### src/rtl/uart_rx_pkg.sv
// Shared types for the parametrised UART receiver: FSM state, FIFO entry layout, sampling helpers.
package uart_rx_pkg;

  typedef enum logic [2:0] {
    IDLE,
    START,
    DATA,
    PARITY,
    STOP,
    STOP_2
  } uart_rx_state_e;

  localparam int MIN_PRESCALE = 8;
  localparam int MAX_DATA_W   = 9;

  // Data field sized for the widest frame; narrower builds zero-fill the top bits.
  typedef struct packed {
    logic [MAX_DATA_W-1:0] data;
    logic                  par_err;
    logic                  stp_err;
  } uart_rx_entry_t;

  function automatic logic majority3(input logic a, input logic b, input logic c);
    return (a & b) | (a & c) | (b & c);
  endfunction

endpackage

### src/rtl/uart_rx_fifo.sv
// Synchronous FIFO for received frames; a pop frees a slot for a push in the same cycle.
module uart_rx_fifo #(
  parameter int DEPTH = 4,
  parameter int WIDTH = 8
) (
  input  logic             clk_i,
  input  logic             rst_i,
  input  logic             wr_en_i,
  input  logic [WIDTH-1:0] wr_data_i,
  input  logic             rd_en_i,
  output logic [WIDTH-1:0] rd_data_o,
  output logic             full_o,
  output logic             empty_o
);

  localparam int AW = $clog2(DEPTH);

  logic [WIDTH-1:0] mem_q [DEPTH];
  logic [AW:0]      wr_ptr_q;
  logic [AW:0]      rd_ptr_q;
  logic             do_wr;
  logic             do_rd;

  assign empty_o   = (wr_ptr_q == rd_ptr_q);
  assign full_o    = (wr_ptr_q[AW] != rd_ptr_q[AW]) && (wr_ptr_q[AW-1:0] == rd_ptr_q[AW-1:0]);
  assign do_rd     = rd_en_i && !empty_o;
  assign do_wr     = wr_en_i && (!full_o || do_rd);
  assign rd_data_o = mem_q[rd_ptr_q[AW-1:0]];

  always_ff @(posedge clk_i) begin
    if (rst_i) begin
      wr_ptr_q <= '0;
      rd_ptr_q <= '0;
    end else begin
      if (do_wr) wr_ptr_q <= wr_ptr_q + 1'b1;
      if (do_rd) rd_ptr_q <= rd_ptr_q + 1'b1;
    end
  end

  always_ff @(posedge clk_i) begin
    if (do_wr) mem_q[wr_ptr_q[AW-1:0]] <= wr_data_i;
  end

endmodule

### src/rtl/uart_rx_param.sv
// Parametrised UART receiver: synchroniser, 3-sample majority, framing FSM and output FIFO.
// Optional break detection is compiled in with UART_RX_BREAK_DET_EN.
module uart_rx_param
  import uart_rx_pkg::*;
#(
  parameter int DATA_W     = 8,
  parameter int PRESCALE_W = 6,
  parameter int FIFO_DEPTH = 4
) (
  input  logic                  CLK,
  input  logic                  RST,
  input  logic                  RX_IN,
  input  logic                  PAR_EN,
  input  logic                  PAR_TYP,
  input  logic                  STOP2,
  input  logic [PRESCALE_W-1:0] prescale,
  output logic [DATA_W-1:0]     P_DATA,
  output logic                  PAR_ERROR,
  output logic                  STP_ERROR,
  output logic                  DATA_VALID,
  input  logic                  DATA_READY,
  output logic                  OVERRUN,
  output logic                  BUSY,
  output logic                  BRK_DET,
  output uart_rx_state_e        state_o
);

  localparam int BIT_W = $clog2(DATA_W);
  localparam logic [BIT_W-1:0]      LAST_BIT = BIT_W'(DATA_W - 1);
  localparam logic [PRESCALE_W-1:0] MIN_P    = PRESCALE_W'(MIN_PRESCALE);
  localparam logic [PRESCALE_W-1:0] ONE      = PRESCALE_W'(1);

  uart_rx_state_e        state_q;
  logic                  rx_meta_q, rx_s_q, rx_prev_q;
  logic [PRESCALE_W-1:0] presc_q, edge_cnt_q, mid;
  logic [BIT_W-1:0]      bit_cnt_q;
  logic                  par_en_q, par_typ_q, stop2_q;
  logic [DATA_W-1:0]     data_q;
  logic                  par_err_q, stp_err_q, s0_q, s1_q;
`ifdef UART_RX_BREAK_DET_EN
  logic                  all_zero_q, wait_high_q;
`endif
  logic                  at_s0, at_s1, at_smp, bit_end, smp_bit, start_edge;
  logic                  last_stop, brk, push, pop, full, empty;
  uart_rx_entry_t        wr_entry, head;
  logic                  unused_head_bits;

  assign mid     = presc_q >> 1;
  assign at_s0   = (edge_cnt_q == mid - ONE);
  assign at_s1   = (edge_cnt_q == mid);
  assign at_smp  = (edge_cnt_q == mid + ONE);
  assign bit_end = (edge_cnt_q == presc_q - ONE);
  assign smp_bit = majority3(s0_q, s1_q, rx_s_q);
`ifdef UART_RX_BREAK_DET_EN
  assign start_edge = rx_prev_q && !rx_s_q && !wait_high_q;
`else
  assign start_edge = rx_prev_q && !rx_s_q;
`endif

  always_comb begin
    last_stop = at_smp && ((state_q == STOP && !stop2_q) || state_q == STOP_2);
    brk       = 1'b0;
`ifdef UART_RX_BREAK_DET_EN
    brk       = at_smp && (state_q == STOP) && all_zero_q && !smp_bit;
`endif
    push             = last_stop && !brk;
    wr_entry         = '0;
    wr_entry.data    = MAX_DATA_W'(data_q);
    wr_entry.par_err = par_err_q;
    wr_entry.stp_err = stp_err_q | ~smp_bit;
  end

  always_ff @(posedge CLK) begin
    if (RST) begin
      rx_meta_q  <= 1'b1;
      rx_s_q     <= 1'b1;
      rx_prev_q  <= 1'b1;
      s0_q       <= 1'b1;
      s1_q       <= 1'b1;
      state_q    <= IDLE;
      edge_cnt_q <= '0;
      bit_cnt_q  <= '0;
      presc_q    <= MIN_P;
      par_en_q   <= 1'b0;
      par_typ_q  <= 1'b0;
      stop2_q    <= 1'b0;
      data_q     <= '0;
      par_err_q  <= 1'b0;
      stp_err_q  <= 1'b0;
`ifdef UART_RX_BREAK_DET_EN
      all_zero_q  <= 1'b0;
      wait_high_q <= 1'b0;
`endif
    end else begin
      rx_meta_q <= RX_IN;
      rx_s_q    <= rx_meta_q;
      rx_prev_q <= rx_s_q;
      if (state_q != IDLE) begin
        edge_cnt_q <= bit_end ? '0 : edge_cnt_q + 1'b1;
        if (at_s0) s0_q <= rx_s_q;
        if (at_s1) s1_q <= rx_s_q;
      end
      unique case (state_q)
        IDLE: begin
`ifdef UART_RX_BREAK_DET_EN
          if (wait_high_q && rx_s_q) wait_high_q <= 1'b0;
          all_zero_q <= 1'b1;
`endif
          if (start_edge) begin
            state_q    <= START;
            edge_cnt_q <= ONE;
            bit_cnt_q  <= '0;
            presc_q    <= (prescale < MIN_P) ? MIN_P : prescale;
            par_en_q   <= PAR_EN;
            par_typ_q  <= PAR_TYP;
            stop2_q    <= STOP2;
            par_err_q  <= 1'b0;
            stp_err_q  <= 1'b0;
          end
        end
        START: begin
          if (at_smp && smp_bit) state_q <= IDLE;
          else if (bit_end)      state_q <= DATA;
        end
        DATA: begin
          if (at_smp) begin
            data_q <= {smp_bit, data_q[DATA_W-1:1]};
`ifdef UART_RX_BREAK_DET_EN
            all_zero_q <= all_zero_q & ~smp_bit;
`endif
          end
          if (bit_end) begin
            if (bit_cnt_q == LAST_BIT) begin
              bit_cnt_q <= '0;
              state_q   <= par_en_q ? PARITY : STOP;
            end else begin
              bit_cnt_q <= bit_cnt_q + 1'b1;
            end
          end
        end
        PARITY: begin
          if (at_smp) begin
            par_err_q <= smp_bit ^ (^data_q) ^ par_typ_q;
`ifdef UART_RX_BREAK_DET_EN
            all_zero_q <= all_zero_q & ~smp_bit;
`endif
          end
          if (bit_end) state_q <= STOP;
        end
        STOP: begin
          // The last stop bit releases the FSM at its sample point so a following start edge is never missed.
          if (at_smp) begin
            if (brk) begin
              state_q <= IDLE;
`ifdef UART_RX_BREAK_DET_EN
              wait_high_q <= 1'b1;
`endif
            end else if (!stop2_q) begin
              state_q <= IDLE;
            end else begin
              stp_err_q <= stp_err_q | ~smp_bit;
            end
          end else if (bit_end) begin
            state_q <= STOP_2;
          end
        end
        STOP_2: begin
          if (at_smp) state_q <= IDLE;
        end
        default: state_q <= IDLE;
      endcase
    end
  end

  // Output handshake: the head entry is held while DATA_VALID=1 and is consumed on a cycle where
  // DATA_VALID and DATA_READY are both 1; DATA_VALID never drops without such a transfer (except on RST).
  assign pop = DATA_VALID && DATA_READY;

  uart_rx_fifo #(
    .DEPTH (FIFO_DEPTH),
    .WIDTH ($bits(uart_rx_entry_t))
  ) u_fifo (
    .clk_i     (CLK),
    .rst_i     (RST),
    .wr_en_i   (push),
    .wr_data_i (wr_entry),
    .rd_en_i   (pop),
    .rd_data_o (head),
    .full_o    (full),
    .empty_o   (empty)
  );

  assign DATA_VALID       = !empty;
  assign P_DATA           = empty ? '0 : head.data[DATA_W-1:0];
  assign PAR_ERROR        = !empty && head.par_err;
  assign STP_ERROR        = !empty && head.stp_err;
  assign OVERRUN          = push && full && !pop;
  assign BUSY             = (state_q != IDLE);
  assign BRK_DET          = brk;
  assign state_o          = state_q;
  assign unused_head_bits = ^(head.data >> DATA_W);

endmodule

### config.mk
export PLATFORM = sky130hd
export DESIGN_NAME = uart_rx_param
export DESIGN_NICKNAME = d
export VERILOG_FILES = /design/src/rtl/uart_rx_pkg.sv /design/src/rtl/uart_rx_fifo.sv /design/src/rtl/uart_rx_param.sv
export SDC_FILE = /design/constraint.sdc
export NUM_CORES = 1
export LEC_CHECK = 0
export ABC_AREA = 0
export CAP_MARGIN = 20
export CORE_AREA = 2 2 93 86
export DETAILED_ROUTE_END_ITERATION = 10
export DIE_AREA = 0 0 95 88
export PLACE_DENSITY = 0.81
export SYNTH_ARGS = -nofsm -noshare
export SYNTH_HDL_FRONTEND = slang
export SYNTH_SLANG_ARGS = --single-unit
### constraint.sdc
create_clock -name CLK -period 3.9 [get_ports CLK]
set_input_delay 0.975 -clock CLK [delete_from_list [all_inputs] [get_ports CLK]]
set_output_delay 0.975 -clock CLK [all_outputs]
set_load 0.1 [all_outputs]
Word level (Yosys, flattened, before mapping)

Memory sizes are Yosys's and may differ from the RTL's. A register that Yosys moved wholly into a read port is not among the register bits.
Cells that the tools add are included.
W data, S select, Z words.

Bitwise gates (word level): 9
Magnitude comparators: 1
Equal/unequal tests: 24
Div/mod/pow operators: 0
Shift-type cells: 0
$mul: 0
Muxes and demuxes: 32
Add/sub/neg operators: 7
Reduce and logical (&&, ||, !) cells: 33

Operator list:

| operator              | count |
|---|---|
| $mux W3               | 14 |
| $mux W6               | 5 |
| $eq A6 B6 Y1          | 3 |
| $pmux W3 S6           | 1 |
| $ne A2 B2 Y1 const B  | 8 |
| $logic_and A1 B1 Y1   | 12 |
| $add A3 B1 Y3 const B | 3 |
| $eq A3 B3 Y1 const B  | 3 |
| $ne A3 B3 Y1 const B  | 3 |
| $mux W8               | 1 |
| $reduce_and A2 Y1     | 4 |
| $reduce_and A8 Y1     | 1 |
| $reduce_xor A8 Y1     | 1 |
| $add A5 B1 Y6 const B | 1 |
| $add A6 B1 Y6 const B | 1 |
| $eq A3 B2 Y1 const B  | 2 |
| $eq A6 B5 Y1          | 1 |
| $lt A6 B4 Y1 const B  | 1 |
| $mux W1               | 6 |
| $pmux W3 S2           | 1 |
| $reduce_and A3 Y1     | 2 |
| $reduce_bool A2 Y1    | 3 |
| $sub A5 B1 Y6 const B | 1 |
| $sub A6 B1 Y6 const B | 1 |
| 15 further kinds      | 27 |

Output and inout port bits: 17
Memories: 1
Bits in writable memories: 40
ROM bits: 0
Bits in latches: 0
Register bits after elaboration: 42

Memories:

| memory       | words | width | read ports | clocked after memory_dff | wr ports | line               | source |
|---|---|---|---|---|---|---|---|
| u_fifo.mem_q | 4     | 10    | 1          | 1                        | 1        | uart_rx_fifo.sv:18 | `logic [WIDTH-1:0] mem_q [DEPTH];` |

Logic depth before layout (Yosys ltp)

Gate-level depths: netlist (run 1).

Depth after elaboration: 8
Gate-level depth with buffers: 10
Mapped depth without buffers: 8

Cells and area by module

A second synthesis (run 1) with hierarchy kept.

Cells, all modules: 405
Area total of the unflattened synthesis: 4525.6 um2

By module, submodules not included:

| module        | cells each | instances | seq. area each (um2) | area each (um2) |
|---|---|---|---|---|
| uart_rx_param | 293        | 1         | 720.7                | 2398.6 |
| uart_rx_fifo  | 112        | 1         | 1481.4               | 2127.0 |

Worst setup path after synthesis (run 1)

Ideal clock, no wire load.

Path kind: reg-to-output
Start: register presc_q[1]
End: output OVERRUN
Stages on the path, launching flop included: 9
Path slack: 28 ps
Data arrival time: 2897 ps
Cells stage by stage: dfxtp_1 inv_1 ha_1 xor2_1 a211oi_2 and4_1 buf_6 nand4_4 nor2_1

Word-level cells in the longest chain between the ends: 5

Ends and longest elaborated chain:

| element                          | line                 | source |
|---|---|---|
| start: declaration               | uart_rx_param.sv:35  | `logic [PRESCALE_W-1:0] presc_q, edge_cnt_q, mid;` |
| start signal: assignment         | uart_rx_param.sv:113 | `presc_q <= (prescale < MIN_P) ? MIN_P : prescale;` |
| $add A5 B1 Y6                    | uart_rx_param.sv:51  | `assign at_smp = (edge_cnt_q == mid + ONE);` |
| $eq A6 B6 Y1                     | uart_rx_param.sv:51  |  |
| $logic_and A1 B1 Y1              | uart_rx_param.sv:61  | `last_stop = at_smp && ((state_q == STOP && !stop2_q) \|\| state_q == STOP_2);` |
| $logic_and A1 B1 Y1 (2 in a row) | uart_rx_param.sv:197 | `assign OVERRUN = push && full && !pop;` |
| end: declaration                 | uart_rx_param.sv:22  | `output logic OVERRUN,` |

Every way passes these cells.

Worst setup path after layout (run 1)

Start: register presc_q[2]
End: output OVERRUN

The elaborated chain is that of the path after synthesis.

==> results.sh, run 1 <==
export IMPL_ios=30
export IMPL_path_clk_slew_ns=0.09
export IMPL_reg2reg_slack_ns=0.95
export IMPL_synth_top_cell_by_area="edfxtp_1"
export IMPL_worstPathRequired_ns=2.92
export IMPL_crit_chain="inv_1 -> ha_1 -> xor2_1 -> a211oi_2 -> and4_1 -> nand4_4 -> nor2_1 -> buf_12"
export IMPL_critPathCaptureType="primary output"
export IMPL_wirelength_um=8490
export IMPL_cp_max_fo=9
export IMPL_cts_resized_gates=0
export IMPL_std_cell_rows=30
export IMPL_utilization_pct=63.9
export IMPL_hp_class="reg2reg"
export IMPL_peakVddDrop_mv=0.255
export IMPL_grt_overflow=0
export IMPL_grtUsageMet2_pct=37.3
export IMPL_syn_cell_area_um2=4290
export IMPL_die_h_um=88
export IMPL_internal_power_w=0.00126
export IMPL_dr_pass1_iters=4
export IMPL_clkPwrFrac_pct=39.0
export IMPL_grt_use_met3_pct=6.11
export IMPL_drc_errors=0
export IMPL_synth_flop_cell="dfxtp_1"
export IMPL_start_util_pct=58.0
export IMPL_reg2regPathDepth=7
export IMPL_grtUsageTotal_pct=22.1
export IMPL_nets=433
export IMPL_p_leak_nw=1.79
export IMPL_crit_arrival_ns=2.70
export IMPL_sw_frac_of_total_pct=24.1
export IMPL_rsz0062_at_grt="no"
export IMPL_cts_tree="yes"
export IMPL_vias=2947
export IMPL_fin_crit_ns=3.67
export IMPL_fin_worst_skew_ns=0.00953
export IMPL_hold_buffers=0
export IMPL_grt_use_met1_pct=27.8
export IMPL_min_path_cells=1
export IMPL_drt_iter0_markers=199
export IMPL_cts_num_sinks=84
export IMPL_antenna_found_initial=0
export IMPL_max_stage_delay_ns=0.50
export IMPL_crit_path_top_delay_cell="dfxtp_1"
export IMPL_syn_inst=391
export IMPL_drv_slew=0
export IMPL_async_flop_share_pct=0
export IMPL_syn_nets=416
export IMPL_fin_crit_sh_pct=94.2
export IMPL_numCtsBuffers=9
export IMPL_tightest_slew_ns=0.814
export IMPL_synth_edf_count=40
export IMPL_crit_type="reg2out"
export IMPL_grt_pass1_wl_um=13900
export IMPL_h_tree_depth=3
export IMPL_cts_root_buffer="clkbuf_8"
export IMPL_worstHoldStart="rx_meta_q"
export IMPL_ys_seq_elements=84
export IMPL_seq_area_frac_synth_pct=48.5
export IMPL_status="finished clean"
export IMPL_setup_worst_path_start_class="register"
export IMPL_hold_violations=0
export IMPL_vias_per_cell=5.79
export IMPL_power_density_nw_per_um2=351
export IMPL_ys_types=64
export IMPL_ys_warn_count=0
export IMPL_r2r_start="presc_q[2]"
export IMPL_gp_congestion=0.896
export IMPL_num_antenna_cells=0
export IMPL_grt_pass1_vias=2836
export IMPL_grt_max_degree=24
export IMPL_die_area_um2=8360
export IMPL_switching_power_w=0.000401
export IMPL_dp_hpwl_um=5990
export IMPL_tns_ns=0
export IMPL_insertion_delay_ns=0.37
export IMPL_cts_setup_buffers=0
export IMPL_routedWlPerCell_um=16.7
export IMPL_max_clock_path_buffers=2
export IMPL_combPwrFrac_pct=5.0
export IMPL_layout_drive_gt1_share_pct=14.8
export IMPL_coreArea_um2=7390
export IMPL_setup_viol=0
export IMPL_hold_end="rx_s_q"
export IMPL_worstReg2RegEnd="u_fifo.mem_q[2][9]"
export IMPL_slew_headroom_pct=45.1
export IMPL_antenna_left=0
export IMPL_port_buffers=28
export IMPL_synth_area_leaders="edfxtp_1 28%, dfxtp_1 21%, mux4_2 5.3%"
export IMPL_top_usage_layer="met2"
export IMPL_avgSynthCellArea_um2=11.0
export IMPL_yosysTopAreaCellShare_pct=28.0
export IMPL_area_delta_synth_final_pct=10.2
export IMPL_max_cap_violations=0
export IMPL_fmax_mhz=272
export IMPL_p_seq_share_pct=55.9
export IMPL_fp_dieW_um=95
metrics by stage:
step | area, µm² | hold slack, ns | total power, W | cells | setup slack [ns]
after CTS | 4720 | 0.434 | 0.00167 | 509 | 0.191
after floorplan | 4290 | 0.389 | 0.00101 | 391 | 0.0279
after global routing | 4720 | 0.436 | 0.00171 | 509 | 0.0548
after global placement | 4520 | 0.397 | 0.00103 | 493 | 0.561
after detailed placement | 4520 | 0.399 | 0.00103 | 493 | 0.547
final | 4720 | 0.422 | 0.00166 | 509 | 0.225
worst max path at each step:
stage,cells past startpoint,slack (ns),from,to
6_report,8,0.23,presc_q[2],OVERRUN
2_1_floorplan,8,0.03,presc_q[1],OVERRUN
4_1_cts,8,0.19,presc_q[2],OVERRUN
3_5_place_dp,4,0.55,DATA_READY,OVERRUN
3_3_place_gp,4,0.56,DATA_READY,OVERRUN
5_1_grt,8,0.05,presc_q[2],OVERRUN
synth_stat cells, drive strengths merged, types with 11 or more instances:
cell type / instances
a21oi: 17
o21ai: 13
ha: 12
inv: 12
xnor2: 16
dfxtp: 44
xor2: 20
nand3: 11
mux2i: 14
nand2: 38
buf: 14
and2: 13
nor2: 30
edfxtp: 40
placed cells by master (no fill, tap or decap), drive strengths merged, types with 2 or more instances in the layout:
cell           netlist  final
nor3                 8      8
dfxtp               44     44
nor4                 2      2
buf                 14     18
o2111ai              2      2
clkbuf              10      9
xor2                20     20
clkdlybuf4s50        0     12
inv                 12     16
nor4b                2      2
nand2               38     38
or4                  2      2
a211oi               3      3
nor2                30     30
mux2i               14     14
and3                 4      4
edfxtp              40     40
ha                  12     12
o21ai               13     13
a31oi                5      5
or3                  5      5
clkinv               0      2
xnor2               16     16
o211ai               4      4
nand3               11     11
nand4               10     10
nand2b               3      3
nor2b                3      3
a21oi               17     17
and4                 2      2
o221ai               2      2
mux4                10     10
or2                  4      4
and2                13     13
cells by family after synthesis:
logic type	count (synthesis)	synth area share, %
other cells	1	0.0874
flops	84	48.5
buf+inv	36	4.78
fa+ha+maj	12	3.50
simple gates	140	17.5
mux	24	8.52
xor+xnor	36	7.53
compound gates	58	9.57
state kept, by name, summed over array words and instances, names as in the netlist, named ones only:
| signal | count |
|---|---|
| data_q | 8 |
| u_fifo.wr_ptr_q | 3 |
| par_typ_q | 1 |
| par_en_q | 1 |
| par_err_q | 1 |
| rx_prev_q | 1 |
| stop2_q | 1 |
| state_o | 3 |
| s1_q | 1 |
| stp_err_q | 1 |
| presc_q | 6 |
| edge_cnt_q | 6 |
| rx_s_q | 1 |
| rx_meta_q | 1 |
| bit_cnt_q | 3 |
| u_fifo.rd_ptr_q | 3 |
| u_fifo.mem_q | 40 |
| s0_q | 1 |
power by group through the flow:
stage	combinational (W)	clock [W]	sequential, W
floorplan	0.0000663	0	0.000945
global placement	0.0000817	0	0.000949
detailed placement	0.0000833	0	0.000949
CTS	0.0000838	0.000660	0.000928
global route	0.0000924	0.000693	0.000929
finish	0.0000836	0.000648	0.000928
metal layers:
| layer | routed length, µm | part of all wire (%) | vias up |
|---|---|---|---|
| met1 | 3700 | 44 | 1432 |
| li1 | - | - | 1441 |
| met4 | 100 | 1.2 | 0 |
| met2 | 4240 | 50 | 66 |
| met3 | 438 | 5.2 | 8 |
| met5 | 0 | 0 | - |
final cells by class:
type / count / area, µm²
clock buffers: 9 / 124
clock inverters: 7 / 81.3
fillers: 562 / 2670
inverters: 12 / 47.5
multi-input cells: 271 / 2000
flip-flops and latches: 84 / 2080
well taps: 96 / 120
repair buffers: 30 / 268
worst max-delay path, delay by kind of cell, from the launching register on:
family	cells	cell delay (ns)
XOR/XNOR	1	0.19
adder cells (fa/ha/maj)	1	0.30
AND/OR/NAND/NOR	3	0.77
flip-flops	1	0.50
AO/OA/AOI/OAI	1	0.26
buffers and inverters	2	0.33
Power figures use the tool's default switching activity.
==> run 2, diff against run 1 <==
- clock period: 3.9 -> 4.49 ns (I/O delays scaled with it)
==> run 2 against run 1 <==
Against the previous run: clock-buffer cell count did not move; register-to-register slack improved by 0.51 ns; sequential cell count is the same; non-clock buffer count did not move; final cell count stayed put; utilization rose by 0.14 points; die area did not move; clock skew is 0.0052 ns higher; sequential power shrank 13%; power down 14%; largest cell class unchanged.
==> results.sh, run 2 (same netlist as run 1, synthesis figures left out) <==
export IMPL_crit_arrival_ns=2.75
export IMPL_std_cell_rows=30
export IMPL_crit_path_top_delay_cell="dfxtp_1"
export IMPL_grtUsageTotal_pct=21.1
export IMPL_peakVddDrop_mv=0.237
export IMPL_p_leak_nw=1.78
export IMPL_reg2regPathDepth=7
export IMPL_critPathCaptureType="primary output"
export IMPL_vias=2989
export IMPL_insertion_delay_ns=0.36
export IMPL_rsz0062_at_grt="no"
export IMPL_nets=433
export IMPL_cts_num_sinks=84
export IMPL_cp_max_fo=9
export IMPL_min_path_cells=1
export IMPL_worstPathRequired_ns=3.37
export IMPL_cts_setup_buffers=0
export IMPL_dp_hpwl_um=5900
export IMPL_final_cell_mix="44 x dfxtp_1, 40 x edfxtp_1, 38 x nand2_1"
export IMPL_fmax_mhz=258
export IMPL_die_h_um=88
export IMPL_drc_errors=0
export IMPL_grt_max_degree=38
export IMPL_area_delta_synth_final_pct=10.4
export IMPL_grt_overflow=0
export IMPL_crit_type="reg2out"
export IMPL_fill_cells=540
export IMPL_num_antenna_cells=0
export IMPL_cts_resized_gates=0
export IMPL_slew_headroom_pct=34.1
export IMPL_hold_end="rx_s_q"
export IMPL_mostFrequentLayoutCell="dfxtp_1"
export IMPL_vias_per_cell=5.87
export IMPL_p_total_w=0.00143
export IMPL_path_clk_slew_ns=0.10
export IMPL_crit_buf_inv=2
export IMPL_worstReg2RegEnd="u_fifo.mem_q[2][9]"
export IMPL_h_tree_depth=3
export IMPL_drv_slew=0
export IMPL_ios=30
export IMPL_max_cap_violations=0
export IMPL_dr_pass1_iters=5
export IMPL_max_stage_delay_ns=0.54
export IMPL_gp_congestion=0.844
export IMPL_layout_drive_gt1_share_pct=13.6
export IMPL_wirelength_um=8350
export IMPL_fin_worst_skew_ns=0.0147
export IMPL_r2r_start="presc_q[2]"
export IMPL_fin_crit_sh_pct=86.3
export IMPL_port_buffers=28
export IMPL_cts_tree="yes"
export IMPL_setup_worst_path_start_class="register"
export IMPL_reg2reg_slack_ns=1.46
export IMPL_antenna_left=0
export IMPL_hold_violations=0
export IMPL_routedWlPerCell_um=16.4
export IMPL_cp_top_family="simple AND/OR/NAND/NOR gates"
export IMPL_antenna_found_initial=0
export IMPL_coreArea_um2=7390
export IMPL_hp_class="reg2reg"
export IMPL_crit_chain="inv_1 -> ha_1 -> xor2_1 -> a211oi_2 -> and4_1 -> nand4_4 -> nor2_1 -> buf_12"
export IMPL_numCtsBuffers=9
export IMPL_drt_iter0_markers=233
export IMPL_setup_viol=0
export IMPL_power_density_nw_per_um2=302
export IMPL_tns_ns=0
export IMPL_grt_pass1_wl_um=13500
export IMPL_grt_pass1_vias=2772
export IMPL_cts_root_buffer="clkbuf_8"
export IMPL_start_util_pct=58.0
export IMPL_fin_crit_ns=3.87
export IMPL_status="finished clean"
export IMPL_worstHoldStart="rx_meta_q"
export IMPL_max_clock_path_buffers=2
export IMPL_tightest_slew_ns=0.985
export IMPL_largest_reg_flops=40
export IMPL_die_area_um2=8360
export IMPL_fp_dieW_um=95
export IMPL_hold_buffers=0
[run 2: worst register-to-register path, stage by stage (launching register included)]
cell      delay, ns
dfxtp_1        0.54
inv_1          0.12
ha_1           0.30
xor2_1         0.19
a211oi_2       0.24
and4_1         0.40
and4_1         0.34
and3_1         0.53
[run 2: final cells by class]
type / count / area [µm²] / share of cell area (%)
clock buffers: 9 / 124 / 2.62
clock inverters: 7 / 78.8 / 1.66
inverters: 12 / 47.5 / 1.00
multi-input cells: 271 / 2000 / 42.3
flip-flops and latches: 84 / 2080 / 44.0
well taps: 96 / 120 / 2.54
repair buffers: 30 / 280 / 5.92
[run 2: stage by stage]
step / hold WS (ns) / cell area, µm² / util, % / setup slack (ns) / std cells
5_1_grt: 0.437 / 4730 / 64.0 / 0.488 / 509
6_report: 0.417 / 4730 / 64.0 / 0.615 / 509
3_5_place_dp: 0.398 / 4530 / 61.3 / 0.834 / 493
3_3_place_gp: 0.393 / 4530 / 61.3 / 0.864 / 493
4_1_cts: 0.419 / 4730 / 64.0 / 0.613 / 509
2_1_floorplan: 0.389 / 4290 / - / 0.470 / 391
[run 2: layer usage]
layer  vias up  GRT usage (%)  routed length, µm
met5         -              0                  0
met2        94           34.9               4110
met1      1439           27.3               3560
met3        16           4.99                536
li1       1440              -                  -
met4         0           7.64                142
[run 2: worst max path at each step]
stage,cells past startpoint,slack [ns],start,endpoint
floorplan,8,0.47,presc_q[1],OVERRUN
global placement,4,0.86,DATA_READY,OVERRUN
detailed placement,4,0.83,DATA_READY,OVERRUN
CTS,8,0.61,presc_q[2],OVERRUN
global route,8,0.49,presc_q[2],OVERRUN
finish,8,0.62,presc_q[2],OVERRUN
[run 2: where the power goes]
| group | switching, W | internal (W) | total [W] | leakage, nW |
|---|---|---|---|---|
| logic | 0.0000437 | 0.0000288 | 0.0000725 | 0.948 |
| clock network | 0.000288 | 0.000265 | 0.000553 | 0.105 |
| registers | 0.00000866 | 0.000798 | 0.000807 | 0.726 |
==> run 3, diff against run 2 <==
- CORE_AREA: 2 2 93 86 -> 2 2 99 92
- DIE_AREA: 0 0 95 88 -> 0 0 101 94
- PLACE_DENSITY: 0.81 -> 0.75
- SETUP_SLACK_MARGIN: default -> 0.5
- SYNTH_HIERARCHICAL: default -> 1
==> run 3 against run 2 <==
Against the previous run: first-iteration DRC count shrank 42%; non-clock buffer count grew 1; sequential share of layout area is 1.4 points lower; critical endpoint unchanged; largest power group unchanged.
==> results.sh, run 3 <==
export IMPL_tightest_slew_ns=0.982
export IMPL_avgSynthCellArea_um2=11.0
export IMPL_setup_worst_path_start_class="register"
export IMPL_insertion_delay_ns=0.36
export IMPL_tns_ns=0
export IMPL_fp_dieW_um=101
export IMPL_top_usage_layer="met2"
export IMPL_vias_per_cell=5.59
export IMPL_gp_congestion=0.857
export IMPL_fin_crit_sh_pct=84.0
export IMPL_critPathCaptureType="primary output"
export IMPL_wirelength_um=8600
export IMPL_path_clk_slew_ns=0.09
export IMPL_grt_overflow=0
export IMPL_status="finished clean"
export IMPL_slew_headroom_pct=34.3
export IMPL_hp_class="reg2reg"
export IMPL_peakVddDrop_mv=0.158
export IMPL_h_tree_depth=3
export IMPL_antenna_found_initial=0
export IMPL_dp_hpwl_um=6120
export IMPL_area_delta_synth_final_pct=11.6
export IMPL_port_buffers=28
export IMPL_routedWlPerCell_um=16.3
export IMPL_grt_pass1_wl_um=14600
export IMPL_syn_inst=400
export IMPL_layout_drive_gt1_share_pct=15.8
export IMPL_setup_viol=0
export IMPL_coreArea_um2=8410
export IMPL_final_cell_mix="42 x dfxtp_1, 40 x edfxtp_1, 36 x nand2_1"
export IMPL_ys_warn_count=6
export IMPL_ios=30
export IMPL_cts_root_buffer="clkbuf_8"
export IMPL_numCtsBuffers=9
export IMPL_vias=2944
export IMPL_antenna_left=0
export IMPL_grt_max_degree=24
export IMPL_mostFrequentLayoutCell="dfxtp_1"
export IMPL_dr_pass1_iters=4
export IMPL_placed_area_um2=4670
export IMPL_syn_nets=425
export IMPL_design_area_um2=4890
export IMPL_fin_worst_skew_ns=0.00882
export IMPL_rsz0062_at_grt="no"
export IMPL_max_cap_violations=0
export IMPL_power_density_nw_per_um2=312
export IMPL_worstPathRequired_ns=3.37
export IMPL_start_util_pct=52.1
export IMPL_syn_cell_area_um2=4380
export IMPL_grt_use_met1_pct=25.1
export IMPL_fill_cells=734
export IMPL_grt_use_met3_pct=5.36
export IMPL_std_cell_rows=32
export IMPL_num_antenna_cells=0
export IMPL_largest_reg_flops=40
export IMPL_die_h_um=94
export IMPL_crit_type="reg2out"
export IMPL_grtUsageMet2_pct=33.9
export IMPL_fin_crit_ns=3.77
export IMPL_die_area_um2=9490
export IMPL_hold_violations=0
export IMPL_drc_errors=0
export IMPL_crit_arrival_ns=2.65
export IMPL_drt_iter0_markers=135
export IMPL_drv_slew=0
export IMPL_max_clock_path_buffers=2
export IMPL_cts_tree="yes"
export IMPL_grt_pass1_vias=3000
export IMPL_fmax_mhz=265
export IMPL_cp_max_fo=9
export IMPL_cts_num_sinks=84
export IMPL_nets=445
export IMPL_p_leak_nw=1.79
export IMPL_grtUsageTotal_pct=20.1
## run 3: cell types whose count changed in the layout (fill, tap and decap cells not counted), sizes merged, moves of 3 or more
cell / change
o211ai: +3
nand2b: +5
nor2b: +14
o21ai: -4
nand3: -3
and2: -6
mux2: +4
a21oi: -3
xor2: -3
## run 3: power breakdown
group | internal (W) | total, W | switching [W]
clock | 0.000262 | 0.000542 | 0.000280
combinational | 0.0000515 | 0.000173 | 0.000122
sequential | 0.000800 | 0.000811 | 0.0000114
## run 3: worst paths after layout
kind              cells after the start            endpoint  startpoint  slack (ns)
hold reg to reg                       1              rx_s_q   rx_meta_q        0.42
hold / removal                        1              rx_s_q   rx_meta_q        0.42
setup reg to reg                     10  u_fifo/mem_q[2][9]  presc_q[2]        1.34
setup / recovery                      9             OVERRUN  presc_q[2]        0.72
## run 3: stage by stage
stage	instances	setup slack (ns)	hold slack, ns	utilization [%]	total power (W)
2_1_floorplan	400	0.687	0.389	-	0.000958
3_3_place_gp	510	0.788	0.409	55.6	0.000997
3_5_place_dp	510	0.709	0.406	55.6	0.00100
4_1_cts	527	0.502	0.429	58.1	0.00155
5_1_grt	527	0.526	0.440	58.2	0.00159
6_report	527	0.720	0.424	58.2	0.00153
## run 3: cell type report
cell class | instances | area [µm²] | share of cell area, %
inverter | 15 | 56.3 | 1.15
sequential | 84 | 2080 | 42.6
clock buffer | 10 | 128 | 2.61
timing repair buffer | 31 | 285 | 5.83
multi-input combinational | 279 | 2140 | 43.7
clock inverter | 6 | 71.3 | 1.46
tap | 102 | 128 | 2.61
## run 3: per-layer routing
layer  vias up  part of all wire [%]
li1       1481                     -
met1      1415                    46
met2        39                    50
met3         9                   3.2
met4         0                   1.0
met5         -                     0
## run 3: worst max-delay path, stage by stage, from the launching register on
cell,delay (ns)
dfxtp_2,0.43
inv_1,0.09
ha_1,0.31
xnor2_2,0.16
o211ai_1,0.18
nor4_4,0.33
nand2_2,0.13
nor3b_2,0.24
and3b_1,0.24
buf_12,0.18
## run 3: what timing repair did
action                     4_1_cts  5_1_grt
hold buffers                     0        0
setup buffers                    1        0
setup endpoints to repair        1        1
pin swaps                        1        0
resized for setup                2        3
==> RTL change, RTL diff (config.mk and constraints of run 1) <==
Change the parameter `PRESCALE_W` from 6 to 3.
--- a/src/rtl/uart_rx_param.sv
+++ b/src/rtl/uart_rx_param.sv
@@ -5,5 +5,5 @@
 #(
   parameter int DATA_W     = 8,
-  parameter int PRESCALE_W = 6,
+  parameter int PRESCALE_W = 3,
   parameter int FIFO_DEPTH = 4
 ) (
Interface: changed (resized prescale); port bits go from 30 to 27. The function was not compared with the original's and may differ.
==> RTL change against run 1 <==
  * Area after synthesis down 16%
  * Fmax up 16%
  * Die area unchanged
  * Sequential cell count down 6
  * Worst hold slack better by 0.0016 ns
  * Synthesized cell count down 24%
  * Cell area down 13%
  * Register-to-register slack better by 0.29 ns
  * Critical path depth down 2
  * Worst setup slack better by 0.52 ns
  * Wire length down 25%
  * Largest cell class unchanged
  * Highest routed layer unchanged
Power is not compared: it rests on default switching activity, and its combinational part moved more than twofold at a synthesized area within 25%.
==> RTL change: results (changes against run 1) <==
metric;value;unit;change
drt_iter0_drc;137;;-31%
synth_mux_area_share;10.37;%;+1.9 points
synth_cells;297;;-24%
syn-num-nets;318;;-24%
r2r_slack;1.24;ns;+0.29 ns
dpl_cell_area;3925;sq um;-13%
ys_top_cells_by_area;edfxtp_1 33%, dfxtp_1 21%, mux4_2 6.2%;;
grt_pass1_wl;10770;um;-22%
grt_max_degree;23;;-4.2%
insertion_delay;0.35;ns;-0.02 ns
max_freq;0.3170;GHz;+16%
ys_types;54;;-16%
yosysSeqAreaShare;54.22;%;+5.7 points
wl_met1;2935;um;-21%
finClkSkew;0.01054;ns;+0.001011 ns
synthAdderAreaFrac;4.115;%;+0.61 points
wl_met2;3066;um;-28%
dp_hpwl;4455;um;-26%
slowest_delay;0.43;ns;-0.07 ns
grt_usage;17.36;%;-4.8 points
drive_above_1_share;19.15;%;+4.4 points
use_met1;22.40;%;-5.4 points
synth_xor_area_share;6.604;%;-0.92 points
avgRoutedWirePerCell;15.03;um;-9.9%
final_nets;345;;-20%
vias;2239;;-24%
status;finished, final reports clean;;
use_met3;4.389;%;-1.7 points
place_ws;0.7866;ns;+0.2393 ns
crit_fanout;7;;-2
wl_met3;268;um;-39%
instances_no_fill;425;;-17%
hold_slack;0.4239;ns;+0.001593 ns
[RTL change: cell count changes after synthesis, sizes merged, moves of 6 or more]
cell   before  now
nand2      38   20
nand4      10    0
xor2       20   10
o21ai      13    5
buf        14    7
nor2       30   23
dfxtp      44   38
[RTL change: power groups by stage]
stage,logic [uW],clock network [uW],registers (uW)
CTS,803,613,965
global route,854,657,973
global placement,793,0,981
detailed placement,800,0,985
finish,801,597,964
floorplan,601,0,1030
[RTL change: area by class of cell]
type                            instances  area [sq um]
Clock buffer                            9         123.9
Multi-Input combinational cell        196          1556
Clock inverter                          7         73.82
Sequential cell                        78          1962
Fill cell                             601          3272
Timing Repair Buffer                   28         245.2
Inverter                               11         41.29
Tap cell                               96         120.1
[RTL change: path summary, 6_finish.rpt]
kind	startpoint	end	depth (start not counted)
setup reg to reg	presc_q[1]	u_fifo.mem_q[0][1]	6
hold / removal	rx_meta_q	rx_s_q	1
setup / recovery	presc_q[1]	OVERRUN	6
hold reg to reg	rx_meta_q	rx_s_q	1
